--- src/rtl/mmio_uart_tx_if.sv ---
// Data-memory bus between the single-cycle datapath and the UART transmitter window.
interface mmio_uart_tx_if;
  logic [31:0] addr;
  logic [31:0] write_data;
  logic        write_enable;
  logic [31:0] read_data;
  logic        sel;

  // Datapath side drives address/store data and consumes the read mux inputs.
  modport master (
    output addr,
    output write_data,
    output write_enable,
    input  read_data,
    input  sel
  );

  // Peripheral side decodes the window and returns combinational read data.
  modport slave (
    input  addr,
    input  write_data,
    input  write_enable,
    output read_data,
    output sel
  );
endinterface

--- src/rtl/mmio_uart_tx.sv ---
// Memory-mapped 8N1 UART transmitter: 16-byte register window, TX FIFO, serialiser FSM.
module mmio_uart_tx #(
  parameter logic [31:0] BaseAddr  = 32'h1000_0000,
  parameter int unsigned ClkDiv    = 16,
  parameter int unsigned FifoDepth = 8
) (
  input  logic          clk,
  input  logic          rst,
  mmio_uart_tx_if.slave bus,
  output logic          tx
);

  localparam int unsigned PtrW  = $clog2(FifoDepth);
  localparam int unsigned CntW  = PtrW + 1;
  localparam int unsigned BaudW = $clog2(ClkDiv);

  localparam logic [1:0] OffTxData = 2'd0;
  localparam logic [1:0] OffStatus = 2'd1;
  localparam logic [1:0] OffCount  = 2'd2;

  typedef enum logic [1:0] {IDLE, START, DATA, STOP} state_t;

  state_t            state, state_d;
  logic [BaudW-1:0]  baud, baud_d;
  logic [2:0]        bit_idx, bit_idx_d;
  logic [7:0]        shift, shift_d;
  logic              tx_d;

  logic [7:0]        mem [FifoDepth];
  logic [PtrW-1:0]   wr_ptr, rd_ptr;
  logic [CntW-1:0]   count;
  logic              overflow;

  logic              full_c, empty_c, busy_c, baud_last_c;
  logic              pop_c, push_req_c, push_c, ovf_set_c, ovf_clr_c;
  logic              wr_hit_c;

  // Store data above the byte lane and the byte offset within a word carry no meaning here.
  logic              unused_bits;
  assign unused_bits = ^{bus.write_data[31:8], bus.write_data[2:0], bus.addr[1:0]};

  // Window decode and write qualification.
  assign bus.sel     = (bus.addr[31:4] == BaseAddr[31:4]);
  assign wr_hit_c    = bus.write_enable && bus.sel;
  assign push_req_c  = wr_hit_c && (bus.addr[3:2] == OffTxData);
  assign ovf_clr_c   = wr_hit_c && (bus.addr[3:2] == OffStatus) && bus.write_data[3];

  // FIFO flags; a push into a full FIFO only survives if a pop frees a slot on the same edge.
  assign full_c      = (count == CntW'(FifoDepth));
  assign empty_c     = (count == '0);
  assign busy_c      = (state != IDLE);
  assign push_c      = push_req_c && (!full_c || pop_c);
  assign ovf_set_c   = push_req_c && full_c && !pop_c;
  assign baud_last_c = (baud == BaudW'(ClkDiv - 1));

  // Combinational register read so loads complete in the same cycle.
  always_comb begin
    bus.read_data = '0;
    if (bus.sel) begin
      case (bus.addr[3:2])
        OffStatus: bus.read_data = {28'd0, overflow, busy_c, empty_c, full_c};
        OffCount:  bus.read_data = 32'(count);
        default:   bus.read_data = '0;
      endcase
    end
  end

  // Serialiser next-state: every non-idle state holds ClkDiv cycles; baud counter restarts on entry.
  always_comb begin
    state_d   = state;
    baud_d    = baud;
    bit_idx_d = bit_idx;
    shift_d   = shift;
    tx_d      = tx;
    pop_c     = 1'b0;
    case (state)
      IDLE: begin
        if (!empty_c) begin
          pop_c   = 1'b1;
          shift_d = mem[rd_ptr];
          tx_d    = 1'b0;
          baud_d  = '0;
          state_d = START;
        end else begin
          tx_d = 1'b1;
        end
      end
      START: begin
        if (baud_last_c) begin
          tx_d      = shift[0];
          bit_idx_d = 3'd0;
          baud_d    = '0;
          state_d   = DATA;
        end else begin
          baud_d = baud + BaudW'(1);
        end
      end
      DATA: begin
        if (baud_last_c) begin
          baud_d = '0;
          if (bit_idx == 3'd7) begin
            tx_d    = 1'b1;
            state_d = STOP;
          end else begin
            shift_d   = {1'b0, shift[7:1]};
            tx_d      = shift[1];
            bit_idx_d = bit_idx + 3'd1;
          end
        end else begin
          baud_d = baud + BaudW'(1);
        end
      end
      STOP: begin
        if (baud_last_c) begin
          baud_d = '0;
          if (!empty_c) begin
            // Back-to-back frame: next start bit follows the stop bit directly.
            pop_c   = 1'b1;
            shift_d = mem[rd_ptr];
            tx_d    = 1'b0;
            state_d = START;
          end else begin
            tx_d    = 1'b1;
            state_d = IDLE;
          end
        end else begin
          baud_d = baud + BaudW'(1);
        end
      end
      default: begin
        tx_d    = 1'b1;
        baud_d  = '0;
        state_d = IDLE;
      end
    endcase
  end

  // Serialiser state and line register.
  always_ff @(posedge clk or posedge rst) begin
    if (rst) begin
      state   <= IDLE;
      baud    <= '0;
      bit_idx <= 3'd0;
      shift   <= 8'd0;
      tx      <= 1'b1;
    end else begin
      state   <= state_d;
      baud    <= baud_d;
      bit_idx <= bit_idx_d;
      shift   <= shift_d;
      tx      <= tx_d;
    end
  end

  // FIFO storage; contents are don't-care while the count is zero, so no reset.
  always_ff @(posedge clk) begin
    if (push_c) begin
      mem[wr_ptr] <= bus.write_data[7:0];
    end
  end

  // FIFO pointers and occupancy; pointers wrap naturally at the power-of-2 depth.
  always_ff @(posedge clk or posedge rst) begin
    if (rst) begin
      wr_ptr <= '0;
      rd_ptr <= '0;
      count  <= '0;
    end else begin
      if (push_c) begin
        wr_ptr <= wr_ptr + PtrW'(1);
      end
      if (pop_c) begin
        rd_ptr <= rd_ptr + PtrW'(1);
      end
      case ({push_c, pop_c})
        2'b10:   count <= count + CntW'(1);
        2'b01:   count <= count - CntW'(1);
        default: count <= count;
      endcase
    end
  end

  // Sticky overflow; a new drop on the same edge as a clear keeps it set.
  always_ff @(posedge clk or posedge rst) begin
    if (rst) begin
      overflow <= 1'b0;
    end else if (ovf_set_c) begin
      overflow <= 1'b1;
    end else if (ovf_clr_c) begin
      overflow <= 1'b0;
    end
  end

endmodule

--- src/flat_wrapper.sv ---
// flat-port wrapper written by rule: the top's interface ports become plain ports
module mmio_uart_tx_flat 
#(
  parameter logic [31:0] BaseAddr  = 32'h1000_0000,
  parameter int unsigned ClkDiv    = 16,
  parameter int unsigned FifoDepth = 8
)
  (clk, rst, tx, bus_addr, bus_write_data, bus_write_enable, bus_read_data, bus_sel);
  mmio_uart_tx_if bus_i ();
  input  logic clk;
  input  logic rst;
  output logic tx;
  input wire logic [$bits(bus_i.addr)-1:0] bus_addr;
  input wire logic [$bits(bus_i.write_data)-1:0] bus_write_data;
  input wire logic [$bits(bus_i.write_enable)-1:0] bus_write_enable;
  output wire logic [$bits(bus_i.read_data)-1:0] bus_read_data;
  output wire logic [$bits(bus_i.sel)-1:0] bus_sel;
  assign bus_i.addr = bus_addr;
  assign bus_i.write_data = bus_write_data;
  assign bus_i.write_enable = bus_write_enable;
  assign bus_read_data = bus_i.read_data;
  assign bus_sel = bus_i.sel;
  mmio_uart_tx #(.BaseAddr(BaseAddr), .ClkDiv(ClkDiv), .FifoDepth(FifoDepth)) u_core (.clk(clk), .rst(rst), .bus(bus_i), .tx(tx));
endmodule
--- config.mk ---
export PLATFORM = sky130hd
export DESIGN_NAME = mmio_uart_tx_flat
export DESIGN_NICKNAME = d
export VERILOG_FILES = /design/src/rtl/mmio_uart_tx_if.sv /design/src/rtl/mmio_uart_tx.sv /design/src/flat_wrapper.sv
export SDC_FILE = /design/constraint.sdc
export NUM_CORES = 1
export LEC_CHECK = 0
export BUFFER_PORTS_ARGS = -buffer_cell sky130_fd_sc_hd__buf_2
export CORE_ASPECT_RATIO = 0.9
export CORE_MARGIN = 10
export CORE_UTILIZATION = 55
export CTS_BUF_LIST = sky130_fd_sc_hd__clkbuf_2
export CTS_CLUSTER_DIAMETER = 30
export DETAILED_ROUTE_END_ITERATION = 6
export MAX_ROUTING_LAYER = met4
export PLACE_DENSITY = 0.83
export SLEW_MARGIN = 30
export SYNTH_ARGS = -nofsm -noshare
export SYNTH_HDL_FRONTEND = slang
export SYNTH_SLANG_ARGS = --single-unit
--- constraint.sdc ---
create_clock -name clk -period 3.51 [get_ports clk]
set_input_delay 0.351 -clock clk [delete_from_list [all_inputs] [get_ports clk]]
set_output_delay 0.351 -clock clk [all_outputs]
set_load 0.02 [all_outputs]
Word level (Yosys, flattened, before mapping)
Memory sizes are Yosys's and may differ from the RTL's.
Index checks and enable logic that the tools add are counted.

word-level totals
  input bits = 67
  bits in registers = 29
  memories = 1
  output and inout bits = 34
  word-level logic and storage cells = 91
  memory bits (writable) = 64

memory list
  memory      words  width  rd ports  clocked after Yosys merged registers in  wr ports  RTL line            source
  u_core.mem  8      8      1         0                                        1         mmio_uart_tx.sv:29  logic [7:0] mem [FifoDepth];

cells by class
  multiplexer cells = 35
  equal/unequal tests = 17
  add/sub/neg operators = 6
  reductions and logical operators = 23

operators with widths
  cell                    number
  $mux W32                1
  $mux W8                 4
  $eq A28 B25 Y1 const B  1
  $pmux W4 S2             3
  $pmux W8 S3             1
  $mux W1                 12
  $mux W2                 5
  $add A3 B1 Y3 const B   3
  $mux W3                 3
  $add A4 B1 Y4 const B   2
  $eq A2 B2 Y1 const B    4
  $eq A4 B4 Y1 const B    2
  $mux W4                 2
  $ne A2 B1 Y1 const B    4
  $pmux W2 S4             1
  $reduce_and A4 Y1       2
  $reduce_bool A2 Y1      4
  $logic_and A1 B1 Y1     7
  $eq A2 B1 Y1 const B    3
  $pmux W3 S2             1
  $reduce_and A5 Y1       1
  $logic_not A2 Y1        2
  $logic_not A4 Y1        1
  $ne A2 B2 Y1 const B    2
  other kinds (9)         10

Depth between registers and ports, before layout
  depth in word-level cells = 8
  depth in mapped cells = 13
  gate-level depth less buffers = 12

Worst setup path after synthesis
No wires, ideal clock.

  kind = flip-flop to flip-flop
  start point = register u_core.state[0]
  end point = register u_core.count[2]
  arrival time = 2.700 ns
  path buffers = 2
  stages on the path, launching flop included = 14
  setup time = 0.130 ns
  slack = 0.680 ns
  required time = 3.380 ns
  path through = dfrtp_1 inv_1 ha_1 clkbuf_1 o21a_1 buf_6 or3_1 ha_1 xor2_1 ha_1 a21oi_1 xor2_1 nor2_1 xor2_1

between the ends
  word-level cells in the longest chain between the ends = 6

ends and longest elaborated chain
  element                                            RTL line             source
  from (decl)                                        mmio_uart_tx.sv:23   state_t state, state_d;
  from (signal assigned)                             mmio_uart_tx.sv:147  state <= state_d;
  $eq A2 B2 Y1 or $logic_not A2 Y1 (tied branches)   mmio_uart_tx.sv:76   case (state)
  $pmux W1 S2 (*)                                    mmio_uart_tx.sv:76
  $logic_or A1 B1 Y1                                 mmio_uart_tx.sv:52   assign push_c = push_req_c && (!full_c || pop_c);
  $logic_and A1 B1 Y1                                mmio_uart_tx.sv:52
  $eq A2 B1 Y1 or $eq A2 B2 Y1 (tied branches)       mmio_uart_tx.sv:175  case ({push_c, pop_c})
  $pmux W4 S2 or $reduce_bool A2 Y1 (tied branches)  -
  to (signal assigned)                               mmio_uart_tx.sv:176  2'b10: count <= count + CntW'(1);
  to (signal assigned)                               mmio_uart_tx.sv:177  2'b01: count <= count - CntW'(1);
  to (signal assigned)                               mmio_uart_tx.sv:178  default: count <= count;
  to (decl)                                          mmio_uart_tx.sv:31   logic [CntW-1:0] count;

Mark *: on every way between the ends. The rest lies on a longest branch, timed or not.
A chain may end at the register's enable or synchronous reset.

Worst setup path after layout
Same ends and word-level chain as after synthesis.

==> impl_metrics.py <==
metrics = {
    "status": {
        "status": "finished, final reports clean",
    },
    "timing": {
        "fmax_ghz": 0.324,
        "hold_slack_ns": 0.0590,
        "tightest_slew_ns": 0.805,
        "rsz0062_at_grt": "no",
        "finalCritPeriodShare_pct": 87.9,
        "tns_ns": 0,
        "final-hold-violation-count": 0,
        "fin_crit_ns": 3.09,
        "slew_violations": 0,
        "fin_skew_ns": 0.0397,
        "slew_headroom_pct": 46.3,
        "finalSetupViolCount": 0,
    },
    "min_path": {
        "min_path_type": "in -> reg",
    },
    "clock_network": {
        "cts_setup_buffers": 0,
        "path_clk_slew_ns": 0.28,
        "cts_tree": "done",
        "clk_latency_ns": 0.56,
        "cts-root-buf": "clkbuf_2",
        "h-tree-depth": 3,
        "ctsLongestPathBuffers": 2,
        "cts.repair.resized": 0,
        "cts.sinks": 93,
        "cts_buffers": 9,
        "holdBufCountCts": 1,
    },
    "place": {
        "place_congestion": 0.797,
        "dpl_cell_area_sq_um": 4920,
        "io_buffers": 46,
        "post-dp-hpwl_um": 6370,
    },
    "drt": {
        "dr.max_layer_used": "met4",
        "via_count": 2768,
        "drt_iter0_drc": 160,
        "vias_per_cell": 5.56,
        "wl_per_cell_um": 17.7,
        "first_pass_iters": 4,
        "met1_length_um": 3700,
        "route.met2.wl_um": 4370,
        "wl_met3_um": 635,
        "drt-total-wl_um": 8830,
        "ant_nets": 0,
        "route.detailed.drc": 0,
    },
    "critical_path": {
        "critPathCapture": "u_core.count[2]$_DFFE_PP0P_",
        "rrSetupSlack_ns": 0.42,
        "cp.arrival_ns": 3.57,
        "critical-path-slowest-cell": "dfrtp_1",
        "crit_chain": "inv_1 > ha_1 > a41oi_1 > o21a_1 > or3_1 > ha_1 > xor2_1 > ha_1 > a21oi_1 > xor2_1 > nor2_1 > xor2_1",
        "rr_startpoint": "u_core.state[0]$_DFFE_PP0P_",
        "slowest_delay_ns": 0.49,
        "reg2reg_depth": 12,
        "crit_fanout": 9,
        "cp-end-kind": "flop",
        "reg2reg_to": "u_core.count[2]$_DFFE_PP0P_",
        "path_class": "reg -> reg",
        "critPathRequiredTime_ns": 4.00,
        "cp-startpoint": "u_core.state[0]$_DFFE_PP0P_",
        "startpoint_type": "flop",
    },
    "die": {
        "row_count": 31,
        "core_area_sq_um": 8180,
        "dieArea_sq_um": 12700,
        "io_pins": 101,
        "die_w_um": 118,
        "start_util_pct": 57.5,
        "die_y_um": 108,
    },
    "finish": {
        "antenna_cells": 0,
        "syn_to_final_growth_pct": 8.37,
        "finalInstanceArea_sq_um": 5100,
        "layout-drive-gt1-share_pct": 32.1,
        "fin_nets": 461,
        "fillers": 611,
    },
    "synth": {
        "netlist_instances": 325,
        "synth_seq_cells": 93,
        "syn_area_sq_um": 4710,
        "synth_warnings": 0,
        "postSynthAreaPerCell_sq_um": 14.5,
        "synthFlopType": "edfxtp_1",
        "synth-edff-count": 64,
        "async_reset_ff_share_pct": 31.2,
        "ys_types": 57,
        "synth_seq_area_share_pct": 56.2,
    },
    "grt": {
        "grt_max_degree": 30,
        "grt_antenna_before_repair": 0,
        "grt_pass1_wl_um": 14500,
        "grt_pass1_vias": 2920,
        "grt-ovfl-total": 0,
        "grt_util_all_layers_pct": 14.4,
    },
    "power_and_ir_drop": {
        "ir_drop_uv": 348,
        "power.static_leakage_uw": 0.00205,
        "power.density_nw_per_um2": 397,
    },
    "run": {
        "drv_cap": 0,
    },
}
==> layout make-up <==
type	count	area, sq um	share of cell area, %
inverter	9	33.8	0.662
multi-input combinational	208	1800	35.3
sequential	93	2650	51.9
clock buffer	9	45.0	0.883
timing repair buffer	57	320	6.28
clock inverter	7	111	2.18
tap	115	144	2.82
==> worst min path at each step <==
stage | startpoint | to | slack (ns) | cells after the start
after detailed placement | rst | u_core.count[1]$_DFFE_PP0P_ | 0.47 | 2
after global routing | bus_write_data[7] | u_core.mem[0][7]$_DFFE_PP_ | 0.0002 | 1
final | bus_write_data[7] | u_core.mem[4][7]$_DFFE_PP_ | 0.06 | 1
after floorplan | rst | u_core.baud[0]$_DFFE_PP0N_ | 0.43 | 1
after global placement | u_core.shift[7]$_DFFE_PP0P_ | u_core.shift[7]$_DFFE_PP0P_ | 0.48 | 1
after CTS | bus_write_data[6] | u_core.mem[2][6]$_DFFE_PP_ | 0.02 | 1
==> metrics by stage <==
| stage | setup WS (ns) | utilization (%) | cells | power, uW |
|---|---|---|---|---|
| 2_1_floorplan | 0.680 | - | 352 | 1370 |
| 4_1_cts | 0.429 | 62.1 | 496 | 2040 |
| 5_1_grt | 0.266 | 62.4 | 498 | 2110 |
| 3_3_place_gp | 0.538 | 60.1 | 479 | 1390 |
| 6_report | 0.424 | 62.4 | 498 | 2030 |
| 3_5_place_dp | 0.473 | 60.1 | 479 | 1400 |
==> cells in the mapped netlist, types with 2 or more instances <==
| master | number | area [sq um] |
|---|---|---|
| mux2i_1 | 7 | 70.1 |
| xor2_1 | 7 | 61.3 |
| mux2_1 | 2 | 22.5 |
| nor3b_1 | 3 | 22.5 |
| mux2_2 | 4 | 45.0 |
| inv_1 | 7 | 26.3 |
| ha_1 | 16 | 200 |
| o41ai_1 | 2 | 17.5 |
| buf_4 | 29 | 218 |
| dfrtp_1 | 28 | 701 |
| a211oi_1 | 2 | 15.0 |
| and4_1 | 2 | 17.5 |
| nand3_1 | 6 | 30.0 |
| nor2b_1 | 3 | 18.8 |
| nor2_1 | 14 | 52.6 |
| mux2_4 | 7 | 105 |
| nand2_1 | 13 | 48.8 |
| nor4_1 | 3 | 18.8 |
| o21ai_0 | 12 | 60.1 |
| buf_2 | 6 | 30.0 |
| buf_6 | 5 | 56.3 |
| mux4_2 | 15 | 338 |
| nor4b_2 | 7 | 105 |
| inv_2 | 2 | 7.51 |
| xnor2_1 | 2 | 17.5 |
| a21bo_2 | 2 | 20.0 |
| and2_1 | 2 | 12.5 |
| a21oi_1 | 12 | 60.1 |
| nor4_2 | 6 | 75.1 |
| and3_1 | 5 | 31.3 |
| edfxtp_1 | 64 | 1920 |
| o31ai_1 | 2 | 15.0 |
| nor3_1 | 2 | 10.0 |
| nand4_1 | 3 | 18.8 |
==> routing by layer <==
layer | track usage (%) | up-vias
met5 | - | -
met4 | 4.06 | 0
met3 | 4.61 | 14
met2 | 24.4 | 106
met1 | 16.3 | 1367
li1 | - | 1281
==> critical path, delay by kind of cell (launching register included) <==
family,cells,cell delay [ns]
compound gates,3,0.67
xor+xnor,3,0.45
fa+ha+maj,3,0.72
buf+inv,1,0.14
flops,1,0.49
simple gates,2,0.54
==> cells in the final DEF, fill, tap and decap left out, types with 6 or more instances in the layout <==
cell	Yosys	routed
ha_1	16	16
conb_1	1	28
mux2_4	7	7
edfxtp_1	64	64
inv_1	7	6
o21ai_0	12	12
dfrtp_1	28	28
xor2_1	7	7
mux2i_1	7	7
a21oi_1	12	12
nand3_1	6	6
clkbuf_2	0	9
nand2_1	13	13
buf_2	6	46
nor4b_2	7	7
buf_4	29	8
nor2_1	14	14
nor4_2	6	6
mux4_2	15	15
==> state kept, by name (all words and copies together) (netlist names) <==
name             flops
u_core.baud          4
u_core.bit_idx       3
u_core.count         4
u_core.mem          64
u_core.overflow      1
u_core.rd_ptr        3
u_core.shift         8
u_core.state         2
u_core.tx            1
u_core.wr_ptr        3
==> power breakdown <==
group          leakage (uW)  internal [uW]  switching [uW]
Sequential         0.000977           1210            26.7
Clock             0.0000929            257             386
Combinational      0.000982           71.4            74.0
==> kinds of logic after synthesis <==
| family | synth area share (%) |
|---|---|
| XOR/XNOR | 1.67 |
| buffers and inverters | 7.68 |
| adder cells (fa/ha/maj) | 4.25 |
| AND/OR/NAND/NOR | 11.4 |
| flip-flops | 56.2 |
| multiplexers | 12.3 |
| other | 0.0796 |
| AO/OA/AOI/OAI | 6.38 |
Power figures use the tool's default switching activity.
